===== src/rtl/alu_op_issuer_pkg.sv =====
// Shared definitions for the ALU operation issuer: state encoding, command width
// and the ALU command codes used by the control path.
package alu_op_issuer_pkg;

  localparam logic IDLE = 1'b0;
  localparam logic WAIT = 1'b1;

  localparam int unsigned ALU_CMD_W = 4;
  // Wide enough for the largest legal settle time (15 cycles).
  localparam int unsigned WCNT_W    = 4;

  typedef enum logic {
    StIdle = IDLE,
    StWait = WAIT
  } state_e;

  // Command codes are opaque to the issuer; listed here for control-path users.
  localparam logic [ALU_CMD_W-1:0] CMD_ADD = 4'h0;
  localparam logic [ALU_CMD_W-1:0] CMD_SUB = 4'h1;
  localparam logic [ALU_CMD_W-1:0] CMD_AND = 4'h2;
  localparam logic [ALU_CMD_W-1:0] CMD_OR  = 4'h3;
  localparam logic [ALU_CMD_W-1:0] CMD_XOR = 4'h4;
  localparam logic [ALU_CMD_W-1:0] CMD_SHL = 4'h5;
  localparam logic [ALU_CMD_W-1:0] CMD_SHR = 4'h6;
  localparam logic [ALU_CMD_W-1:0] CMD_MUL = 4'h7;

endpackage


===== src/rtl/alu_op_issuer.sv =====
// Sequential initiator for an external combinational ALU: drives A/B/CMD, samples Z after
// ALU_LAT cycles, optionally feeds Z back as A for repeated application of one command.
module alu_op_issuer
  import alu_op_issuer_pkg::*;
#(
  parameter int unsigned N       = 32,
  parameter int unsigned CNT_W   = 8,
  parameter int unsigned ALU_LAT = 1
) (
  input  logic                 clk,
  input  logic                 rst_n,
  input  logic                 req_valid,
  output logic                 req_ready,
  input  logic [N-1:0]         req_a,
  input  logic [N-1:0]         req_b,
  input  logic [ALU_CMD_W-1:0] req_cmd,
  input  logic [CNT_W-1:0]     req_cnt,
  output logic [N-1:0]         alu_a,
  output logic [N-1:0]         alu_b,
  output logic [ALU_CMD_W-1:0] alu_cmd,
  input  logic [N-1:0]         alu_z,
  output logic                 rsp_valid,
  input  logic                 rsp_ready,
  output logic [N-1:0]         rsp_z,
  output logic [CNT_W-1:0]     rsp_iters,
  output logic                 busy
);

  localparam logic [WCNT_W-1:0] LatInit  = WCNT_W'(ALU_LAT);
  localparam logic [WCNT_W-1:0] WcntOne  = WCNT_W'(1);
  localparam logic [CNT_W-1:0]  CntOne   = CNT_W'(1);

  state_e              state_q;
  logic [WCNT_W-1:0]   wcnt_q;
  logic [CNT_W-1:0]    remaining_q;
  logic [CNT_W-1:0]    iters_q;
  logic [CNT_W-1:0]    eff_cnt;

  // A zero iteration count behaves as a single application.
  assign eff_cnt = (req_cnt == '0) ? CntOne : req_cnt;

  // Accept only when the response slot is empty or draining on this same edge.
  assign req_ready = rst_n && (state_q == StIdle) && (!rsp_valid || rsp_ready);
  assign busy      = (state_q == StWait);

  always_ff @(posedge clk or negedge rst_n) begin
    if (!rst_n) begin
      state_q     <= StIdle;
      wcnt_q      <= '0;
      remaining_q <= '0;
      iters_q     <= '0;
      alu_a       <= '0;
      alu_b       <= '0;
      alu_cmd     <= '0;
      rsp_valid   <= 1'b0;
      rsp_z       <= '0;
      rsp_iters   <= '0;
    end else begin
      if (rsp_valid && rsp_ready) begin
        rsp_valid <= 1'b0;
      end

      unique case (state_q)
        StIdle: begin
          if (req_valid && req_ready) begin
            alu_a       <= req_a;
            alu_b       <= req_b;
            alu_cmd     <= req_cmd;
            remaining_q <= eff_cnt;
            iters_q     <= eff_cnt;
            wcnt_q      <= LatInit;
            state_q     <= StWait;
          end
        end

        StWait: begin
          if (wcnt_q != WcntOne) begin
            wcnt_q <= wcnt_q - WcntOne;
          end else if (remaining_q != CntOne) begin
            // Feed Z back as the next A; B and CMD stay put for the whole chain.
            alu_a       <= alu_z;
            remaining_q <= remaining_q - CntOne;
            wcnt_q      <= LatInit;
          end else begin
            // rsp_valid is always clear here: entering WAIT required an empty slot.
            rsp_z     <= alu_z;
            rsp_iters <= iters_q;
            rsp_valid <= 1'b1;
            state_q   <= StIdle;
          end
        end

        default: state_q <= StIdle;
      endcase
    end
  end

endmodule


===== config.mk =====
export PLATFORM = sky130hd
export DESIGN_NAME = alu_op_issuer
export DESIGN_NICKNAME = d
export VERILOG_FILES = /design/src/rtl/alu_op_issuer_pkg.sv /design/src/rtl/alu_op_issuer.sv
export SDC_FILE = /design/constraint.sdc
export NUM_CORES = 1
export LEC_CHECK = 0
export BUFFER_PORTS_ARGS = -buffer_cell sky130_fd_sc_hd__buf_2
export CAP_MARGIN = 20
export CORE_MARGIN = 8
export CORE_UTILIZATION = 25
export DETAILED_ROUTE_END_ITERATION = 10
export SYNTH_ARGS = -nofsm -noshare
export SYNTH_HDL_FRONTEND = slang
export SYNTH_SLANG_ARGS = --single-unit

===== constraint.sdc =====
create_clock -name clk -period 2.6 [get_ports clk]
set_clock_uncertainty 0.2 [all_clocks]
set_input_delay 0.78 -clock clk [delete_from_list [all_inputs] [get_ports clk]]
set_output_delay 0.78 -clock clk [all_outputs]
set_load 0.05 [all_outputs]

==> metrics.cfg <==
[finish]
multi_input_area_sq_um = 2080
fillers = 2198
utilization = 0.354
drive_gt1_frac = 0.423
regArea_sq_um = 3250
final_net_count = 848
diodes = 0
area.growth.synth_to_final_pct = 39.8

[cts]
cts-root-buf = clkbuf_16
insertion_delay_ns = 0.41
ctsHtreeMaxLevel = 4
clkTransAtPathRegs_ns = 0.06
post_cts_buffers = 0
cts_max_path_buffers = 2
cts_tree = done
cts_resized = 0
cts.sinks = 130
cts_hold_buf = 1
numCtsBuffers = 17

[worst_hold_path]
hp-class = primary input to asynchronous set/reset pin

[critical_path]
crit_end = req_ready
startpoint = busy
critPathLaunchType = register
critical_path.slowest_cell = dfrtp_2
cp_slowest_stage_delay_ns = 0.36
crit_fanout = 10
crit-reg2reg-capture = remaining_q[4]
path_cells = clkinv_1 > and3_1 > buf_2
worstSetupPathType = register to output port
endpoint_kind = output port
reg2reg_depth = 7
required_ns = 1.62
r2r_setup_slack_ns = 0.30
rr_startpoint = wcnt_q[1]
arrival_ns = 1.47

[detailed_routing]
drt_pass1_iterations = 6
drc = 0
wire_per_inst_um = 16.4
ant_nets = 0
vias = 4499
first_iter_violations = 233
wl_um = 16800
post_drt_via_cell_ratio = 4.39

[timing]
grt_setup_unrepaired = no
worst_pin_slew_ns = 0.698
timing.fmax_mhz = 408
holdWs_ns = 0.256
period_minus_slack_ns = 2.45
fin_crit_sh = 0.942
finalMaxSlewViolations = 0
finalHoldViolations = 0
setup_viol = 0
relSlewSlack = 0.535
finalSetupTns_ns = 0

[place]
gp_congestion = 0.750
port_buffers = 222
hpwl_um = 12100

[yosys]
syn_inst = 503
synth_fp_nets = 619
synth_seq_cells = 130
synth_edf_count = 0
synth_seq_area_share = 0.592
ys.flop_type = dfrtp_1
synth_area_sq_um = 5490
yosys_warnings = 0
async_flop_share = 1.00
syn_avg_cell_area_sq_um = 10.9
synth_cell_types = 42

[status]
status = finished, final reports clean

[floorplanning]
die_y_um = 164
fp.coreArea_sq_um = 21700
boundaryPins = 223
num_rows = 54
dieArea_sq_um = 27000
dieWidth_um = 164
initial_core_util = 0.253

[pwr]
peakVddDrop_uv = 336
p_leak_nw = 4.16
powerDensity_nw_per_um2 = 697

[grt]
antenna_found_initial = 0
grt_max_degree = 76
grt_use_total = 0.126
grt_pass1_wl_um = 26600
grt_pass1_vias = 4892
grt_remaining_overflow = 0

[job]
drv_cap = 0

[Yosys cell counts (2+ instances only)]
cell type | instances | area share
a2111oi_0 | 2 | 0.0032
a211o_1 | 2 | 0.0032
a211oi_1 | 3 | 0.0041
a21oi_1 | 7 | 0.0064
and3_1 | 3 | 0.0034
buf_1 | 3 | 0.0021
buf_2 | 7 | 0.0064
clkbuf_1 | 19 | 0.013
dfrtp_1 | 130 | 0.59
ha_1 | 4 | 0.0091
inv_1 | 6 | 0.0041
mux2_2 | 41 | 0.084
mux2i_1 | 34 | 0.062
nand2_1 | 132 | 0.090
nand2b_1 | 2 | 0.0023
nand3_1 | 35 | 0.032
nand4_1 | 3 | 0.0034
nor2_1 | 4 | 0.0027
nor3_1 | 4 | 0.0036
nor3b_1 | 2 | 0.0027
nor4_1 | 2 | 0.0023
o21ai_0 | 37 | 0.034
or3b_1 | 2 | 0.0032
[metal layers]
layer	wire length (um)	GRT usage
met4	111	0.0335
met5	0	0
met3	1590	0.0534
met2	8090	0.207
met1	7020	0.150
[report_power, final]
group / leakage (nW) / internal [W] / switching (W)
sequential: 1.64 / 0.00207 / 0.0000248
combinational: 2.19 / 0.000134 / 0.000307
clock: 0.323 / 0.00192 / 0.000898
total: 4.16 / 0.00412 / 0.00123
[registers in the layout, summed over array words and instances, names as in the netlist]
signal       count
rsp_z           32
rsp_iters        8
iters_q          8
remaining_q      8
alu_a           32
rsp_valid        1
alu_cmd          4
wcnt_q           4
busy             1
alu_b           32
[placed cells by master (no fill, tap or decap), types with 6 or more instances in the layout]
cell type / n
bufinv_16: 7
buf_4: 16
o21ai_0: 37
clkbuf_16: 17
a21oi_1: 7
dfrtp_1: 129
mux2_2: 41
mux2i_1: 34
nand3_1: 35
buf_2: 221
inv_1: 6
nand2_1: 132
[worst min-delay path by stage]
stage / from / endpoint / slack, ns
global route: rst_n / wcnt_q[3] / 0.28
global placement: alu_b[29] / alu_b[29] / 0.25
finish: rst_n / wcnt_q[3] / 0.26
CTS: alu_b[15] / alu_b[15] / 0.27
floorplan: iters_q[1] / iters_q[1] / 0.24
detailed placement: alu_b[15] / alu_b[15] / 0.26
[stage by stage]
| stage | power, W | instance area (sq um) | instances | setup slack, ns |
|---|---|---|---|---|
| after CTS | 0.00545 | 7660 | 1023 | 0.108 |
| after global routing | 0.00557 | 7680 | 1024 | 0.0516 |
| after detailed placement | 0.00258 | 6970 | 991 | 0.188 |
| final | 0.00535 | 7680 | 1024 | 0.150 |
| after floorplan | 0.00236 | 5490 | 503 | 0.246 |
| after global placement | 0.00258 | 6970 | 991 | 0.185 |
[layout make-up]
class | count | area share
Sequential cell | 130 | 0.424
Multi-Input combinational cell | 335 | 0.271
Timing Repair Buffer | 241 | 0.168
Clock buffer | 21 | 0.0587
Tap cell | 280 | 0.0456
Clock inverter | 10 | 0.0300
Inverter | 7 | 0.00342
[critical path: cells and delay by family, from the launching register on]
kind | cells | cell delay [ns]
and+or+nand+nor | 1 | 0.24
buffers and inverters | 2 | 0.46
DFF | 1 | 0.36
[cell families after synthesis]
kind of cell,share of synthesized area
AO/OA/AOI/OAI,0.0638
adder cells (fa/ha/maj),0.00911
buffers and inverters,0.0292
flip-flops,0.592
multiplexers,0.146
AND/OR/NAND/NOR,0.159
Note: power is estimated with default switching activity, not from simulation.
